--- src/rtl/multicycle_control_if.sv ---
// Control/status bundle between the multicycle sequencer and the MIPS datapath.
// The master side is the sequencer: it reads the opcode, Zero and memory-ready, and drives every select/enable.
interface multicycle_control_if #(
  parameter int ALUOP_W = 3
);
  logic [5:0]         i_op;
  logic               i_zero;
  logic               i_mem_ready;
  logic               o_iord;
  logic               o_mem_read;
  logic               o_mem_write;
  logic               o_ir_write;
  logic               o_reg_dst;
  logic               o_mem_to_reg;
  logic               o_reg_write;
  logic               o_alu_src_a;
  logic [1:0]         o_alu_src_b;
  logic [ALUOP_W-1:0] o_alu_op;
  logic [1:0]         o_pc_src;
  logic               o_pc_write;
  logic               o_illegal_op;
  logic [3:0]         o_state;

  modport master (
    input  i_op, i_zero, i_mem_ready,
    output o_iord, o_mem_read, o_mem_write, o_ir_write, o_reg_dst, o_mem_to_reg,
           o_reg_write, o_alu_src_a, o_alu_src_b, o_alu_op, o_pc_src, o_pc_write,
           o_illegal_op, o_state
  );

  modport slave (
    output i_op, i_zero, i_mem_ready,
    input  o_iord, o_mem_read, o_mem_write, o_ir_write, o_reg_dst, o_mem_to_reg,
           o_reg_write, o_alu_src_a, o_alu_src_b, o_alu_op, o_pc_src, o_pc_write,
           o_illegal_op, o_state
  );
endinterface

--- src/rtl/multicycle_control.sv ---
// Multicycle MIPS sequencer: fetch/decode/execute/memory/writeback with one shared ALU and one memory.
// Memory handshake: a request (mem_read/mem_write) is held until i_mem_ready is 1 in the same cycle; that cycle completes it.
module multicycle_control #(
  parameter int ALUOP_W = 3
) (
  input logic                  clk,
  input logic                  rst,
  multicycle_control_if.master bus
);

  typedef enum logic [3:0] {
    S_FETCH  = 4'd0,
    S_DECODE = 4'd1,
    S_MEMADR = 4'd2,
    S_MEMRD  = 4'd3,
    S_MEMWB  = 4'd4,
    S_MEMWR  = 4'd5,
    S_EXEC   = 4'd6,
    S_RWB    = 4'd7,
    S_BRANCH = 4'd8,
    S_IEXEC  = 4'd9,
    S_IWB    = 4'd10,
    S_JUMP   = 4'd11
  } state_t;

  localparam logic [5:0] OP_R    = 6'b000000;
  localparam logic [5:0] OP_LW   = 6'b100011;
  localparam logic [5:0] OP_SW   = 6'b101011;
  localparam logic [5:0] OP_BEQ  = 6'b000100;
  localparam logic [5:0] OP_BNE  = 6'b000101;
  localparam logic [5:0] OP_ADDI = 6'b001000;
  localparam logic [5:0] OP_ORI  = 6'b001101;
  localparam logic [5:0] OP_J    = 6'b000010;

  localparam logic [ALUOP_W-1:0] ALU_ADD   = ALUOP_W'(0);
  localparam logic [ALUOP_W-1:0] ALU_SUB   = ALUOP_W'(1);
  localparam logic [ALUOP_W-1:0] ALU_OR    = ALUOP_W'(3);
  localparam logic [ALUOP_W-1:0] ALU_RTYPE = ALUOP_W'(7);

  // fetch/branch/jump mark the states whose PC/IR enables are qualified combinationally.
  typedef struct packed {
    logic               iord;
    logic               mem_read;
    logic               mem_write;
    logic               reg_dst;
    logic               mem_to_reg;
    logic               reg_write;
    logic               alu_src_a;
    logic [1:0]         alu_src_b;
    logic [ALUOP_W-1:0] alu_op;
    logic [1:0]         pc_src;
    logic               fetch;
    logic               branch;
    logic               jump;
  } ctrl_t;

  function automatic ctrl_t decode(input state_t s, input logic [5:0] op);
    ctrl_t c;
    c = '0;
    case (s)
      S_FETCH: begin
        c.mem_read  = 1'b1;
        c.alu_src_b = 2'b01;
        c.alu_op    = ALU_ADD;
        c.fetch     = 1'b1;
      end
      S_DECODE: begin
        c.alu_src_b = 2'b11;
        c.alu_op    = ALU_ADD;
      end
      S_MEMADR: begin
        c.alu_src_a = 1'b1;
        c.alu_src_b = 2'b10;
        c.alu_op    = ALU_ADD;
      end
      S_MEMRD: begin
        c.iord     = 1'b1;
        c.mem_read = 1'b1;
      end
      S_MEMWB: begin
        c.mem_to_reg = 1'b1;
        c.reg_write  = 1'b1;
      end
      S_MEMWR: begin
        c.iord      = 1'b1;
        c.mem_write = 1'b1;
      end
      S_EXEC: begin
        c.alu_src_a = 1'b1;
        c.alu_op    = ALU_RTYPE;
      end
      S_RWB: begin
        c.reg_dst   = 1'b1;
        c.reg_write = 1'b1;
      end
      S_BRANCH: begin
        c.alu_src_a = 1'b1;
        c.alu_op    = ALU_SUB;
        c.pc_src    = 2'b01;
        c.branch    = 1'b1;
      end
      S_IEXEC: begin
        c.alu_src_a = 1'b1;
        c.alu_src_b = 2'b10;
        c.alu_op    = (op == OP_ORI) ? ALU_OR : ALU_ADD;
      end
      S_IWB: begin
        c.reg_write = 1'b1;
      end
      S_JUMP: begin
        c.pc_src = 2'b10;
        c.jump   = 1'b1;
      end
      default: c = '0;
    endcase
    return c;
  endfunction

  state_t state_q, state_d;
  ctrl_t  ctrl_q;
  logic   op_legal;
  logic   branch_taken;

  always_comb begin
    case (bus.i_op)
      OP_R, OP_LW, OP_SW, OP_BEQ, OP_BNE, OP_ADDI, OP_ORI, OP_J: op_legal = 1'b1;
      default:                                                  op_legal = 1'b0;
    endcase
  end

  always_comb begin
    state_d = S_FETCH;
    case (state_q)
      S_FETCH:  state_d = bus.i_mem_ready ? S_DECODE : S_FETCH;
      S_DECODE: begin
        case (bus.i_op)
          OP_LW, OP_SW:    state_d = S_MEMADR;
          OP_R:            state_d = S_EXEC;
          OP_BEQ, OP_BNE:  state_d = S_BRANCH;
          OP_ADDI, OP_ORI: state_d = S_IEXEC;
          OP_J:            state_d = S_JUMP;
          default:         state_d = S_FETCH;
        endcase
      end
      S_MEMADR: state_d = (bus.i_op == OP_LW) ? S_MEMRD :
                          (bus.i_op == OP_SW) ? S_MEMWR : S_FETCH;
      S_MEMRD:  state_d = bus.i_mem_ready ? S_MEMWB : S_MEMRD;
      S_MEMWR:  state_d = bus.i_mem_ready ? S_FETCH : S_MEMWR;
      S_EXEC:   state_d = S_RWB;
      S_IEXEC:  state_d = S_IWB;
      default:  state_d = S_FETCH;
    endcase
  end

  // Moore outputs are registered alongside the state so they change only on the clock edge.
  always_ff @(posedge clk or negedge rst) begin
    if (!rst) begin
      state_q <= S_FETCH;
      ctrl_q  <= decode(S_FETCH, 6'd0);
    end else begin
      state_q <= state_d;
      ctrl_q  <= decode(state_d, bus.i_op);
    end
  end

  assign branch_taken = ((bus.i_op == OP_BEQ) &  bus.i_zero) |
                        ((bus.i_op == OP_BNE) & ~bus.i_zero);

  // Every output is gated by rst so an abort blocks all writes in the reset cycle itself.
  assign bus.o_iord        = rst & ctrl_q.iord;
  assign bus.o_mem_read    = rst & ctrl_q.mem_read;
  assign bus.o_mem_write   = rst & ctrl_q.mem_write;
  assign bus.o_ir_write    = rst & ctrl_q.fetch & bus.i_mem_ready;
  assign bus.o_reg_dst     = rst & ctrl_q.reg_dst;
  assign bus.o_mem_to_reg  = rst & ctrl_q.mem_to_reg;
  assign bus.o_reg_write   = rst & ctrl_q.reg_write;
  assign bus.o_alu_src_a   = rst & ctrl_q.alu_src_a;
  assign bus.o_alu_src_b   = rst ? ctrl_q.alu_src_b : 2'b00;
  assign bus.o_alu_op      = rst ? ctrl_q.alu_op : '0;
  assign bus.o_pc_src      = rst ? ctrl_q.pc_src : 2'b00;
  assign bus.o_pc_write    = rst & ((ctrl_q.fetch & bus.i_mem_ready) | ctrl_q.jump |
                                    (ctrl_q.branch & branch_taken));
  assign bus.o_illegal_op  = rst & (state_q == S_DECODE) & ~op_legal;
  assign bus.o_state       = rst ? state_q : 4'd0;

endmodule

--- src/flat_wrapper.sv ---
// flat-port wrapper written by rule: the top's interface ports become plain ports
module multicycle_control_flat 
#(
  parameter int ALUOP_W = 3
)
  (clk, rst, bus_i_op, bus_i_zero, bus_i_mem_ready, bus_o_iord, bus_o_mem_read, bus_o_mem_write, bus_o_ir_write, bus_o_reg_dst, bus_o_mem_to_reg, bus_o_reg_write, bus_o_alu_src_a, bus_o_alu_src_b, bus_o_alu_op, bus_o_pc_src, bus_o_pc_write, bus_o_illegal_op, bus_o_state);
  multicycle_control_if #(.ALUOP_W(ALUOP_W)) bus_i ();
  input logic clk;
  input logic rst;
  input wire logic [$bits(bus_i.i_op)-1:0] bus_i_op;
  input wire logic [$bits(bus_i.i_zero)-1:0] bus_i_zero;
  input wire logic [$bits(bus_i.i_mem_ready)-1:0] bus_i_mem_ready;
  output wire logic [$bits(bus_i.o_iord)-1:0] bus_o_iord;
  output wire logic [$bits(bus_i.o_mem_read)-1:0] bus_o_mem_read;
  output wire logic [$bits(bus_i.o_mem_write)-1:0] bus_o_mem_write;
  output wire logic [$bits(bus_i.o_ir_write)-1:0] bus_o_ir_write;
  output wire logic [$bits(bus_i.o_reg_dst)-1:0] bus_o_reg_dst;
  output wire logic [$bits(bus_i.o_mem_to_reg)-1:0] bus_o_mem_to_reg;
  output wire logic [$bits(bus_i.o_reg_write)-1:0] bus_o_reg_write;
  output wire logic [$bits(bus_i.o_alu_src_a)-1:0] bus_o_alu_src_a;
  output wire logic [$bits(bus_i.o_alu_src_b)-1:0] bus_o_alu_src_b;
  output wire logic [$bits(bus_i.o_alu_op)-1:0] bus_o_alu_op;
  output wire logic [$bits(bus_i.o_pc_src)-1:0] bus_o_pc_src;
  output wire logic [$bits(bus_i.o_pc_write)-1:0] bus_o_pc_write;
  output wire logic [$bits(bus_i.o_illegal_op)-1:0] bus_o_illegal_op;
  output wire logic [$bits(bus_i.o_state)-1:0] bus_o_state;
  assign bus_i.i_op = bus_i_op;
  assign bus_i.i_zero = bus_i_zero;
  assign bus_i.i_mem_ready = bus_i_mem_ready;
  assign bus_o_iord = bus_i.o_iord;
  assign bus_o_mem_read = bus_i.o_mem_read;
  assign bus_o_mem_write = bus_i.o_mem_write;
  assign bus_o_ir_write = bus_i.o_ir_write;
  assign bus_o_reg_dst = bus_i.o_reg_dst;
  assign bus_o_mem_to_reg = bus_i.o_mem_to_reg;
  assign bus_o_reg_write = bus_i.o_reg_write;
  assign bus_o_alu_src_a = bus_i.o_alu_src_a;
  assign bus_o_alu_src_b = bus_i.o_alu_src_b;
  assign bus_o_alu_op = bus_i.o_alu_op;
  assign bus_o_pc_src = bus_i.o_pc_src;
  assign bus_o_pc_write = bus_i.o_pc_write;
  assign bus_o_illegal_op = bus_i.o_illegal_op;
  assign bus_o_state = bus_i.o_state;
  multicycle_control #(.ALUOP_W(ALUOP_W)) u_core (.clk(clk), .rst(rst), .bus(bus_i));
endmodule
--- config.mk ---
export PLATFORM = sky130hd
export DESIGN_NAME = multicycle_control_flat
export DESIGN_NICKNAME = d
export VERILOG_FILES = /design/src/rtl/multicycle_control_if.sv /design/src/rtl/multicycle_control.sv /design/src/flat_wrapper.sv
export SDC_FILE = /design/constraint.sdc
export NUM_CORES = 1
export LEC_CHECK = 0
export BUFFER_PORTS_ARGS = -buffer_cell sky130_fd_sc_hd__clkbuf_2
export CELL_PAD_IN_SITES_DETAIL_PLACEMENT = 0
export CELL_PAD_IN_SITES_GLOBAL_PLACEMENT = 1
export CORE_MARGIN = 1.5
export CORE_UTILIZATION = 40
export DETAILED_ROUTE_END_ITERATION = 10
export PLACE_DENSITY_LB_ADDON = 0.1
export SLEW_MARGIN = 20
export SYNTH_ARGS = -nofsm -noshare
export SYNTH_HDL_FRONTEND = slang
export SYNTH_SLANG_ARGS = --single-unit
--- constraint.sdc ---
create_clock -name clk -period 3.6 [get_ports clk]
set_input_delay 0 -clock clk [delete_from_list [all_inputs] [get_ports clk]]
set_output_delay 0 -clock clk [all_outputs]
set_load 0.005 [all_outputs]
==> out/results.txt, run 1 <==
pin count of the biggest net entering global routing: 42
Vias/cell: 5.31
layout cells sized above 1: 0.311
CTS buffer count: 3
Wirelength per Cell: 13.5 um
Die X: 57.8 um
post-synth top area share: 0.354
Post-synth ARST share: 1.00
outcome: finished, violations left
Pwr per Cell Area: 344 mW/mm^2
clock root buffer: clkbuf_4
Mapped Cells: 123
gr busiest metal: met2
Port Buf Inserts: 30
Min-Delay Path Class: input pin to register
Cell Rows: 19
post-CTS setup buffers: 0
Synthesis Warnings: 0
Placer Congestion: 0.841
Clock power frac: 0.272
via count: 967
Power Internal: 0.347 mW
FMAX: 0.525 GHz
IO Count: 31
power share of the combinational group: 0.199
Max Slew Vio Count: 0
CP Capture Type: register
critical path fanouts, max: 10
max_slew headroom: 0.534
clock slew at reported path FFs: 120 ps
number of global-route vias before repair: 826
Layout Skew: 10.4 ps
Crit Path Category: register to register
nets@finish: 162
Flop pwr share: 0.529
worst slew pin tran: 700 ps
Mapped Area: 0.00120 mm^2
Mapped Avg Cell Area: 9.77 um^2
DR DRC count: 4
switching portion of total power: 0.275
FF+latch area: 504 um^2
placed cell areas: 0.00135 mm^2
worst-skew pair later-pin latency: 310 ps
GR Layer Usage met2: 0.239
Startpoint Class: register
MaxCap Viol Count: 0
Distinct cells, synth: 46
post-route clock period utilization: 0.529
Syn Nets: 133
CTS HTree Levels: 1
DRT Pass-1 Iters: 7
total die area: 0.00334 mm^2
Initial DRC Count: 45
worst hold slack: 84.1 ps
RSZ-0062 raised after global routing: false
routing usage on met1: 0.234
failing checks: design-rule violations
first-pass GRT wire length: 4020 um
DP Worst Slack: 1750 ps
number of nets with antenna violations after routing: 0
final wirelength: 2460 um
final std cell area, no fill: 0.00139 mm^2
Leakage: 0.709 nW
Starting Density: 0.428
Final Non-Filler Cells: 182
# diodes: 0
Max Root-Sink Buffers: 2
antenna violations before repair: 0
fillers: 283
Detail Placement HPWL: 1940 um
main area contributors after synthesis: dfrtp_1 (35%), and2_1 (9.9%), dfstp_2 (6.6%)
Final WS setup: 1700 ps
Seq/Total Area, Yosys: 0.420
Data arrival, critical path: 2110 ps
Main synth FF type: dfrtp_1
Placed Instances: 177
Worst Path Required: 3800 ps
post_cts resized: 0
Hold Fails Final Rpt: 0
die height: 57.8 um
core region area: 0.00281 mm^2
multi-input logic area: 629 um^2
min cycle time layout: 1900 ps
global route overflow: 0
CTS tree: built
EDFF count, synth: 0
Yosys reg bits: 20
largest area contributor in the netlist: dfrtp_1
Sink Count: 20
endpoints failing setup: 0
Tot GR Track Use: 0.160
Fin Setup TNS: 0 ps
Peak VDD IR: 0.000152 V
M3 GR Usage: 0.0268
P&R area growth vs syn: 15.8%
Sw Pwr: 0.132 mW
power by group through the flow:
stage	Sequential (mW)	Combinational (mW)	Clock, mW
2_1_floorplan	0.250	0.0718	0
3_3_place_gp	0.257	0.0957	0
3_5_place_dp	0.258	0.0958	0
4_1_cts	0.253	0.0971	0.135
5_1_grt	0.255	0.107	0.145
6_report	0.253	0.0955	0.130
worst paths after layout:
| path | start | to | slack, ps | cells after the start |
|---|---|---|---|---|
| max in group asynchronous | rst | u_core.ctrl_q[5] | 2890 | 2 |
| min in group asynchronous | rst | u_core.ctrl_q[4] | 260 | 2 |
| min reg2reg | u_core.state_q[0] | u_core.ctrl_q[13] | 660 | 1 |
| min | bus_i_op[4] | u_core.ctrl_q[4] | 80 | 3 |
| max reg2reg | u_core.state_q[1] | u_core.ctrl_q[6] | 1700 | 5 |
| max | u_core.state_q[1] | u_core.ctrl_q[6] | 1700 | 5 |
layout by cell type (no fill, tap or decap), types with 2 or more instances in the layout:
cell,Yosys,final
nand2_1,5,5
and2_1,19,19
nor3_1,6,6
a21oi_1,3,3
o21ai_0,2,2
clkbuf_4,0,3
nand4_1,4,4
dfstp_2,3,3
nor2b_1,3,3
and3_1,4,4
o31ai_1,2,2
inv_1,5,5
xor2_1,2,2
nand4_2,2,2
nor2_1,7,7
clkbuf_2,0,30
dfrtp_1,17,17
nor3b_1,3,3
nand3_1,3,3
registers in the layout, indices dropped and copies added, names as in the netlist:
register and count:
u_core.state_q 4, u_core.ctrl_q 16
cell type report:
cell class / instances / area share
Multi-Input combinational cell: 90 / 0.452
Sequential cell: 20 / 0.362
Timing Repair Buffer: 31 / 0.115
Tap cell: 31 / 0.0279
Clock buffer: 4 / 0.0261
Inverter: 6 / 0.0162
logic make-up (layout without fill, tap and decap cells):
family                    count (synthesis)  after routing  share of synthesized area
and+or+nand+nor                          66             66                      0.357
AOI/OAI and AO/OA                        21             21                      0.145
DFF                                      20             20                      0.420
buffers and inverters                    13             41                     0.0562
xor gates and xnor gates                  3              3                     0.0219
synth_stat cells, types with 2 or more instances:
cell and number:
and2_1 19, nand3_1 3, dfstp_2 3, nor2_1 7, inv_1 5, a21oi_1 3, nor2b_1 3, dfrtp_1 17
nand4_1 4, o21ai_0 2, nand2_1 5, xor2_1 2, nor3b_1 3, and3_1 4, clkbuf_1 2, buf_6 2
nor3_1 6, nand4_2 2, buf_2 3, o31ai_1 2
repair_timing:
| item | in CTS | in global routing |
|---|---|---|
| setup endpoints to repair | 0 | 0 |
| hold endpoints to repair | 17 | 0 |
| hold buffers | 1 | 0 |
per-layer routing:
layer  vias to the layer above  routed length, um
li1                        501                  -
met1                       440               1210
met2                        21               1090
met3                         5                103
met4                         0                 42
met5                         -                  0
stage by stage:
stage	power, mW	utilization
finish	0.479	0.496
detailed placement	0.353	0.479
global placement	0.353	0.479
CTS	0.485	0.496
floorplan	0.322	-
global route	0.507	0.496
worst max-delay path, cell delays in order (launching register included):
cell and delay, ps:
dfrtp_1 510, nor4b_4 440, nand2_1 120, o32ai_1 240, nor3_2 140, o41ai_2 350
No activity file was read; power rests on OpenSTA's default activity.
==> run 2, diff against run 1 <==
--- a/config.mk
+++ b/config.mk
@@ -9,7 +9,7 @@
 export CELL_PAD_IN_SITES_DETAIL_PLACEMENT = 0
 export CELL_PAD_IN_SITES_GLOBAL_PLACEMENT = 1
 export CORE_MARGIN = 1.5
-export CORE_UTILIZATION = 40
+export CORE_UTILIZATION = 35
 export DETAILED_ROUTE_END_ITERATION = 10
 export PLACE_DENSITY_LB_ADDON = 0.1
 export SLEW_MARGIN = 20
==> constraint.sdc (replaced) <==
create_clock -name clk -period 1.6 [get_ports clk]
set_input_delay 0 -clock clk [delete_from_list [all_inputs] [get_ports clk]]
set_output_delay 0 -clock clk [all_outputs]
set_load 0.005 [all_outputs]
==> out/results.txt, run 2 (synthesized netlist as in run 1, its figures left out) <==
multi-input logic area: 798 um^2 (was 629 um^2)
slowest stage cell, crit path: dfrtp_2 (was dfrtp_1)
routed wl met2: 1680 um (was 1090 um)
CTS HTree Levels: 1 (unchanged)
pin count of the biggest net entering global routing: 39 (was 42)
critical path fanouts, max: 4 (was 10)
clock root buffer: clkbuf_4 (unchanged)
Worst Hold Path EP: u_core.ctrl_q[6] (was u_core.ctrl_q[4])
Sw Pwr: 0.370 mW (was 0.132 mW)
crit path from: u_core.state_q[2] (was u_core.state_q[1])
FF+latch area: 509 um^2 (was 504 um^2)
max_slew headroom: 0.596 (was 0.534)
M1 wire length: 1540 um (was 1210 um)
via count: 1184 (was 967)
Power Internal: 1.00 mW (was 0.347 mW)
RSZ-0062 raised after global routing: true (was false)
Worst Reg-to-Reg Cells: 6 (was 5)
final wirelength: 3330 um (was 2460 um)
nets@finish: 203 (was 162)
global route overflow: 0 (unchanged)
worst hold slack: 120 ps (was 84.1 ps)
DRT Pass-1 Iters: 4 (was 7)
Peak VDD IR: 0.000330 V (was 0.000152 V)
IO Count: 31 (unchanged)
Wirelength per Cell: 14.0 um (was 13.5 um)
MaxCap Viol Count: 0 (unchanged)
CTS buffer count: 3 (unchanged)
commonest non-fill, non-tap cell in the layout: buf_4 (was clkbuf_2)
# diodes: 0 (unchanged)
Detail Placement HPWL: 2250 um (was 1940 um)
antenna violations before repair: 0 (unchanged)
power after layout: 1.37 mW (was 0.479 mW)
Top Family by Delay on Critical Path: simple AND/OR/NAND/NOR gates (unchanged)
Max Slew Vio Count: 0 (unchanged)
register with the most flip-flops: u_core.ctrl_q (unchanged)
Final Util: 0.576 (was 0.496)
Clock power frac: 0.302 (was 0.272)
Crit Path Category: register to register (unchanged)
Starting Density: 0.363 (was 0.428)
Fin Setup TNS: -1040 ps (was 0 ps)
Placed Instances: 218 (was 177)
min cycle time layout: 1770 ps (was 1900 ps)
Data arrival, critical path: 2020 ps (was 2110 ps)
Worst Path Required: 1850 ps (was 3800 ps)
R2R Path End: u_core.ctrl_q[15] (was u_core.ctrl_q[6])
worst slew pin tran: 606 ps (was 700 ps)
worst r2r src: u_core.state_q[2] (was u_core.state_q[1])
Hold Crit Start: bus_i_op[4] (unchanged)
Final WS setup: -171 ps (was 1700 ps)
Vias/cell: 4.97 (was 5.31)
Min-Delay Path Class: input pin to register (unchanged)
cells along the critical path: nor4b_4 -> buf_4 -> nand2_4 -> o32a_1 -> a211o_1 -> and3b_1 (was nor4b_4 -> nand2_1 -> o32ai_1 -> nor3_2 -> o41ai_2)
Largest regs: u_core.ctrl_q: 16 flops, u_core.state_q: 4 flops (unchanged)
commonest cells after routing, fill and taps aside: buf_4 (38), clkbuf_2 (28), and2_1 (19) (was clkbuf_2 (30), and2_1 (19), dfrtp_1 (17))
clock slew at reported path FFs: 120 ps (about the same)
CP Capture Type: register (unchanged)
Max Root-Sink Buffers: 2 (unchanged)
Pwr per Cell Area: 720 mW/mm^2 (was 344 mW/mm^2)
Startpoint Class: register (unchanged)
post-route clock period utilization: 1.11 (was 0.529)
Leakage: 0.952 nW (was 0.709 nW)
Top Metal Used: met4 (unchanged)
layout cells sized above 1: 0.568 (was 0.311)
die height: 61.6 um (was 57.8 um)
number of flip-flops under the largest register name: 16 (unchanged)
DR DRC count: 0 (was 4)
endpoints failing setup: 12 (was 0)
CP max stage delay: 460 ps (was 510 ps)
Final Non-Filler Cells: 238 (was 182)
Die X: 61.6 um (was 57.8 um)
total die area: 0.00379 mm^2 (was 0.00334 mm^2)
P&R area growth vs syn: 58.9% (was 15.8%)
Hold Fails Final Rpt: 0 (unchanged)
Placer Congestion: 0.920 (was 0.841)
power share of the combinational group: 0.283 (was 0.199)
DP Worst Slack: -138 ps (was 1750 ps)
Initial DRC Count: 45 (unchanged)
first-pass GRT wire length: 4550 um (was 4020 um)
CTS tree: built (unchanged)
worst-skew pair later-pin latency: 310 ps (about the same)
fillers: 301 (was 283)
Tot GR Track Use: 0.163 (was 0.160)
Port Buf Inserts: 30 (unchanged)
FMAX: 0.565 GHz (was 0.525 GHz)
core region area: 0.00331 mm^2 (was 0.00281 mm^2)
R2R Setup Slk: -170 ps (was 1700 ps)
Flop pwr share: 0.415 (was 0.529)
final std cell area, no fill: 0.00191 mm^2 (was 0.00139 mm^2)
Cell Rows: 21 (was 19)
outcome: finished, violations left (unchanged)
placed cell areas: 0.00156 mm^2 (was 0.00135 mm^2)
number of global-route vias before repair: 992 (was 826)
met3 wire length: 101 um (was 103 um)
crit path buf inv count: 1 (was 0)
failing checks: negative setup slack (was design-rule violations)
switching portion of total power: 0.269 (was 0.275)
Sink Count: 20 (unchanged)
Layout Skew: 3.92 ps (was 10.4 ps)
number of nets with antenna violations after routing: 0 (unchanged)
Hold Path Cell Cnt: 4 (was 3)
==> run 2: cell count changes in the layout (fill, tap and decap cells not counted), sizes merged <==
cell    before  now
bufinv       0    1
clkbuf      34   31
nand2b       2    3
buf          0   42
==> run 2: layout make-up <==
type / instances / share of cell area
clock inverters: 1 / 0.0157
repair buffers: 71 / 0.245
clock buffers: 3 / 0.0118
inverters: 6 / 0.0118
multi-input cells: 91 / 0.418
flip-flops and latches: 20 / 0.267
well taps: 46 / 0.0302
==> run 2: power groups by stage <==
stage	Sequential, mW	Combinational (mW)	Clock [mW]
after floorplan	0.565	0.166	0
after global placement	0.575	0.280	0
after detailed placement	0.575	0.281	0
after CTS	0.568	0.306	0.419
after global routing	0.576	0.423	0.439
final	0.571	0.388	0.415
==> run 2: worst max path at each step <==
stage               slack (ps)                 to  cells past startpoint
floorplan                  -30   u_core.ctrl_q[6]                      5
global placement          -150  u_core.ctrl_q[15]                      6
detailed placement        -140   u_core.ctrl_q[6]                      6
CTS                       -120  u_core.ctrl_q[10]                      6
global route              -260  u_core.ctrl_q[10]                      6
finish                    -170  u_core.ctrl_q[15]                      6
==> run 2: routing by layer <==
layer  vias to the layer above  track usage
met5                         -            0
met4                         0       0.0426
met3                         2       0.0210
met2                        32        0.263
met1                       568        0.231
li1                        582            -
==> run 2: tightest hold or removal path: cells and delay by family <==
kind | cells | cell delay, ps
and+or+nand+nor | 2 | 190
buffers and inverters | 1 | 120
AOI/OAI and AO/OA | 1 | 90
==> run 2: timing repair <==
item / 4_1_cts / 5_1_grt
hold endpoints to repair: 12 / 0
resized for setup: 8 / 29
hold buffers: 1 / 0
setup buffers: 5 / 11
endpoints found under the setup margin: 12 / 17
pin swaps: 6 / 16
cloned: 1 / 0
